$ cat src/rtl/seq_pkg.sv
// Shared constants and state encoding for the 10001 pattern transmitter
// and its matching sequence detector.
package seq_pkg;

    localparam int         PAT_W_DEF = 5;
    localparam logic [4:0] SEQ_10001 = 5'b10001;

    typedef enum logic [1:0] {
        IDLE = 2'd0,
        SEND = 2'd1,
        DONE = 2'd2
    } state_t;

endpackage

$ cat src/rtl/seq_gen_10001.sv
// Serial pattern transmitter: sends N frames of PATTERN MSB-first, either as
// full frames or overlapped (shared end/start bit), then pulses done.
module seq_gen_10001
    import seq_pkg::*;
#(
    parameter int               PAT_W   = PAT_W_DEF,
    parameter logic [PAT_W-1:0] PATTERN = SEQ_10001,
    parameter int               CNT_W   = 4
) (
    input  logic             clk,
    input  logic             rst,
    input  logic             start,
    input  logic [CNT_W-1:0] repeat_n,
    input  logic             overlap,
    input  logic             abort,
    output logic             out,
    output logic             out_valid,
    output logic             busy,
    output logic             done
);

    localparam int               IDX_W   = $clog2(PAT_W);
    localparam logic [IDX_W-1:0] IDX_TOP = IDX_W'(PAT_W - 1);
    localparam logic [IDX_W-1:0] IDX_OVL = IDX_W'(PAT_W - 2);

    // Overlapped frames reuse the last bit as the next frame's first bit,
    // which only makes sense when the pattern starts and ends alike.
    generate
        if (PATTERN[PAT_W-1] != PATTERN[0]) begin : g_overlap_check
            $error("seq_gen_10001: overlap mode needs PATTERN MSB == LSB");
        end
    endgenerate

    state_t           state;
    state_t           state_next;
    logic [IDX_W-1:0] idx;
    logic [CNT_W-1:0] frames_left;
    logic             ovl_q;

    always_ff @(posedge clk or negedge rst) begin
        if (!rst) begin
            state <= IDLE;
        end else begin
            state <= state_next;
        end
    end

    always_comb begin
        state_next = state;
        if (abort) begin
            state_next = IDLE;
        end else begin
            case (state)
                IDLE: if (start) state_next = SEND;
                SEND: if (idx == '0 && frames_left <= CNT_W'(1)) state_next = DONE;
                DONE: state_next = IDLE;
                default: state_next = IDLE;
            endcase
        end
    end

    // Bit index and frame counter; configuration is frozen at start so
    // input changes mid-transmission are ignored.
    always_ff @(posedge clk or negedge rst) begin
        if (!rst) begin
            idx         <= '0;
            frames_left <= '0;
            ovl_q       <= 1'b0;
        end else begin
            case (state)
                IDLE: begin
                    if (start && !abort) begin
                        idx         <= IDX_TOP;
                        frames_left <= (repeat_n == '0) ? CNT_W'(1) : repeat_n;
                        ovl_q       <= overlap;
                    end
                end
                SEND: begin
                    if (!abort) begin
                        if (idx != '0) begin
                            idx <= idx - 1'b1;
                        end else if (frames_left > CNT_W'(1)) begin
                            frames_left <= frames_left - 1'b1;
                            idx         <= ovl_q ? IDX_OVL : IDX_TOP;
                        end
                    end
                end
                default: ;
            endcase
        end
    end

    always_comb begin
        out       = 1'b0;
        out_valid = 1'b0;
        busy      = 1'b0;
        done      = 1'b0;
        case (state)
            SEND: begin
                out       = PATTERN[idx];
                out_valid = 1'b1;
                busy      = 1'b1;
            end
            DONE: begin
                busy = 1'b1;
                done = 1'b1;
            end
            default: ;
        endcase
    end

endmodule

$ cat config.mk
export PLATFORM = sky130hd
export DESIGN_NAME = seq_gen_10001
export DESIGN_NICKNAME = d
export VERILOG_FILES = /design/src/rtl/seq_pkg.sv /design/src/rtl/seq_gen_10001.sv
export SDC_FILE = /design/constraint.sdc
export NUM_CORES = 1
export LEC_CHECK = 0
export ABC_AREA = 1
export CORE_MARGIN = 2
export CORE_UTILIZATION = 38
export CTS_CLUSTER_DIAMETER = 50
export DETAILED_ROUTE_END_ITERATION = 7
export GPL_TIMING_DRIVEN = 0
export PLACE_DENSITY = 0.67
export SLEW_MARGIN = 10
export SYNTH_ARGS = -nofsm -noshare
export SYNTH_HDL_FRONTEND = slang
export SYNTH_SLANG_ARGS = --single-unit
$ cat constraint.sdc
create_clock -name clk -period 2.8 [get_ports clk]
set_clock_uncertainty 0.05 [all_clocks]
set_input_delay 0.84 -clock clk [delete_from_list [all_inputs] [get_ports clk]]
set_output_delay 0.84 -clock clk [all_outputs]
set_load 0.03 [all_outputs]
==> key figures <==
Drt
  – Drt pass-1 iters: 4
  – Residual DRC count: 0
  – Detail Route Antenna Nets: 0
  – Via count: 741
  – Vias/cell: 4.57
  – Initial drt markers: 11
  – WL/cell: 9.62 µm
  – Total routed wirelength: 1.56 mm

Finish
  – Register area: 250 µm²
  – Diode count: 0
  – Area growth syn-to-layout: 23.2%
  – Design area: 1000 µm²
  – Multi-input gate area: 483 µm²
  – Ratio of cells with drive above 1 in the final layout: 0.126
  – Number of fill cells: 204
  – Final net count: 153

Floorplan
  – Die width: 50.3 µm
  – Full die area: 2530 µm²
  – Number of top-level pins: 13
  – Die height: 50.3 µm
  – FP Rows: 16
  – CORE AREA: 2000 µm²
  – Initial Util: 0.407

Clock tree
  – H-tree levels: 1
  – Num CTS Buffers: 3
  – Hold-fix buffers, CTS: 0
  – Cts repair resizes: 1
  – Sink Count: 10
  – CTS tree: done
  – Clock root cell: clkbuf_4
  – Clk_lat worst skew: 0.28 ns
  – Worst-path clk slew: 0.07 ns
  – Setup Buffers After CTS: 0
  – CTS max path bufs: 2

STA
  – Slew HR: 0.669
  – Final hold viol count: 0
  – Final Max Tran Viols: 0
  – Max Clk Rate: 386 MHz
  – Worst Tran Pin Value: 0.495 ns
  – Tcrit/Tclk final: 0.924
  – Post-Route Setup TNS: 0 ns
  – # setup viols final: 0
  – Fin crit period: 2.59 ns
  – RSZ-0062 raised after global routing: false

Synth
  – Post-Syn Area: 816 µm²
  – Synthesis Warnings: 0
  – Gate Count Post-Synth: 119
  – Synth Net Count: 136
  – Share of the yosys chip area belonging to registers: 0.307
  – Syn avg cell area: 6.86 µm²
  – Flops & latches, synth: 10
  – Synth unique cells: 20

Worst setup path
  – Critical path class: reg2out
  – Max stage delay on crit path: 0.66 ns
  – Crit path cell chain: inv_1 -> ha_1 -> clkdlybuf4s50_1
  – Slowest CP cell: clkdlybuf4s50_1
  – Worst EP arrival: 1.70 ns
  – CP bufs+invs: 2
  – WP data required: 1.91 ns
  – Worst setup SP type: register
  – Critical Path End Type: output pin
  – Kind of cell adding the most delay to the critical path: buffers and inverters
  – Worst-path maximum fanout: 3
  – Crit. path cell count: 3
  – R2R depth: 8

Pwr
  – Power per cell area: 1140 nW/µm²
  – Leakage: 0.540 nW
  – Total chip power: 1.15 mW
  – Worst vdd ir: 0.433 mV

Place
  – PortBufs: 12
  – Placed Area: 970 µm²
  – Gpl congestion: 0.798
  – HPWL Detailed: 1.22 mm

GRT
  – Grt ovf: 0
  – Gr usage total: 0.142
  – Initial antenna violation count: 0
  – First-pass GRT wire length: 2.71 mm
  – Largest net degree at the start of global routing: 11
  – Vias in the first global route: 669

Hold path
  – Worst hold path class: reg2reg
  – Hold Crit Depth: 2

Run
  – Max-Cap Viols: 0

Status
  – Status: completed
where the power goes:
group	leakage, nW	internal (mW)	switching [mW]
Clock	0.0210	0.0791	0.0571
Combinational	0.394	0.280	0.465
Sequential	0.125	0.214	0.0529
Total	0.540	0.573	0.575
synth_stat cells (all sizes together):
master / n / share of area
a21oi: 5 / 0.035
a22oi: 1 / 0.0092
buf: 1 / 0.014
dfrtp: 10 / 0.31
ha: 8 / 0.12
inv: 19 / 0.087
nand2: 43 / 0.22
nand3: 10 / 0.067
nand3b: 1 / 0.0092
nor2: 16 / 0.089
o21ai: 4 / 0.029
or2: 1 / 0.0077
worst reg2reg max path: cells and delay by family (launching register included):
| kind | cells | cell delay (ns) |
|---|---|---|
| buffers and inverters | 2 | 0.25 |
| DFF | 1 | 0.38 |
| AOI/OAI and AO/OA | 1 | 0.23 |
| adders and majority gates | 1 | 0.22 |
| and+or+nand+nor | 4 | 0.37 |
sequential cells by signal, summed over array words and instances, names as in the netlist:
register / cells
idx: 3
state: 2
ovl_q: 1
frames_left: 4
cells in the final DEF (no fill, tap or decap), drive strengths merged:
master and n:
o21ai 4, dlygate4sd2 1, or2 1, inv 19
nand3b 1, clkbuf 4, nor2 16, nand2 43
ha 8, dfrtp 10, nand3 10, a22oi 1
clkdlybuf4s50 11, a21oi 5, buf 1
worst paths after layout:
check,from,end,slack [ns]
worst max-delay path,state[0],busy,0.21
worst min-delay path,idx[1],idx[1],0.42
worst max register to register,state[1],frames_left[2],1.26
worst min register to register,idx[1],idx[1],0.42
max in group asynchronous,rst,idx[1],1.52
min in group asynchronous,rst,frames_left[0],0.84
per-layer routing:
| layer | vias up | track usage | wire length, µm |
|---|---|---|---|
| met4 | 0 | 0.0811 | 38 |
| li1 | 398 | - | - |
| met5 | - | 0 | 0 |
| met2 | 12 | 0.232 | 732 |
| met1 | 326 | 0.171 | 728 |
| met3 | 5 | 0.0298 | 59 |
area by class of cell:
cell class,instances,area share
Sequential cell,10,0.249
Multi-Input combinational cell,89,0.481
Tap cell,27,0.0336
Clock buffer,4,0.0361
Buffer,1,0.0112
Inverter,19,0.0710
Timing Repair Buffer,12,0.118
metrics by stage:
stage / hold WS [ns] / util / std cells / worst slack, ns
2_1_floorplan: 0.391 / - / 119 / 0.468
5_1_grt: 0.469 / 0.502 / 162 / 0.141
4_1_cts: 0.429 / 0.502 / 162 / 0.197
3_3_place_gp: 0.408 / 0.484 / 158 / 0.298
6_report: 0.425 / 0.502 / 162 / 0.212
3_5_place_dp: 0.412 / 0.484 / 158 / 0.282
logic make-up (layout without fill, tap and decap cells):
family	after synthesis	after routing	synth area share
AND/OR/NAND/NOR	71	71	0.396
adder cells (fa/ha/maj)	8	8	0.123
flip-flops	10	10	0.307
buffers and inverters	20	36	0.101
AO/OA/AOI/OAI	10	10	0.0736
Power figures use the tool's default switching activity.
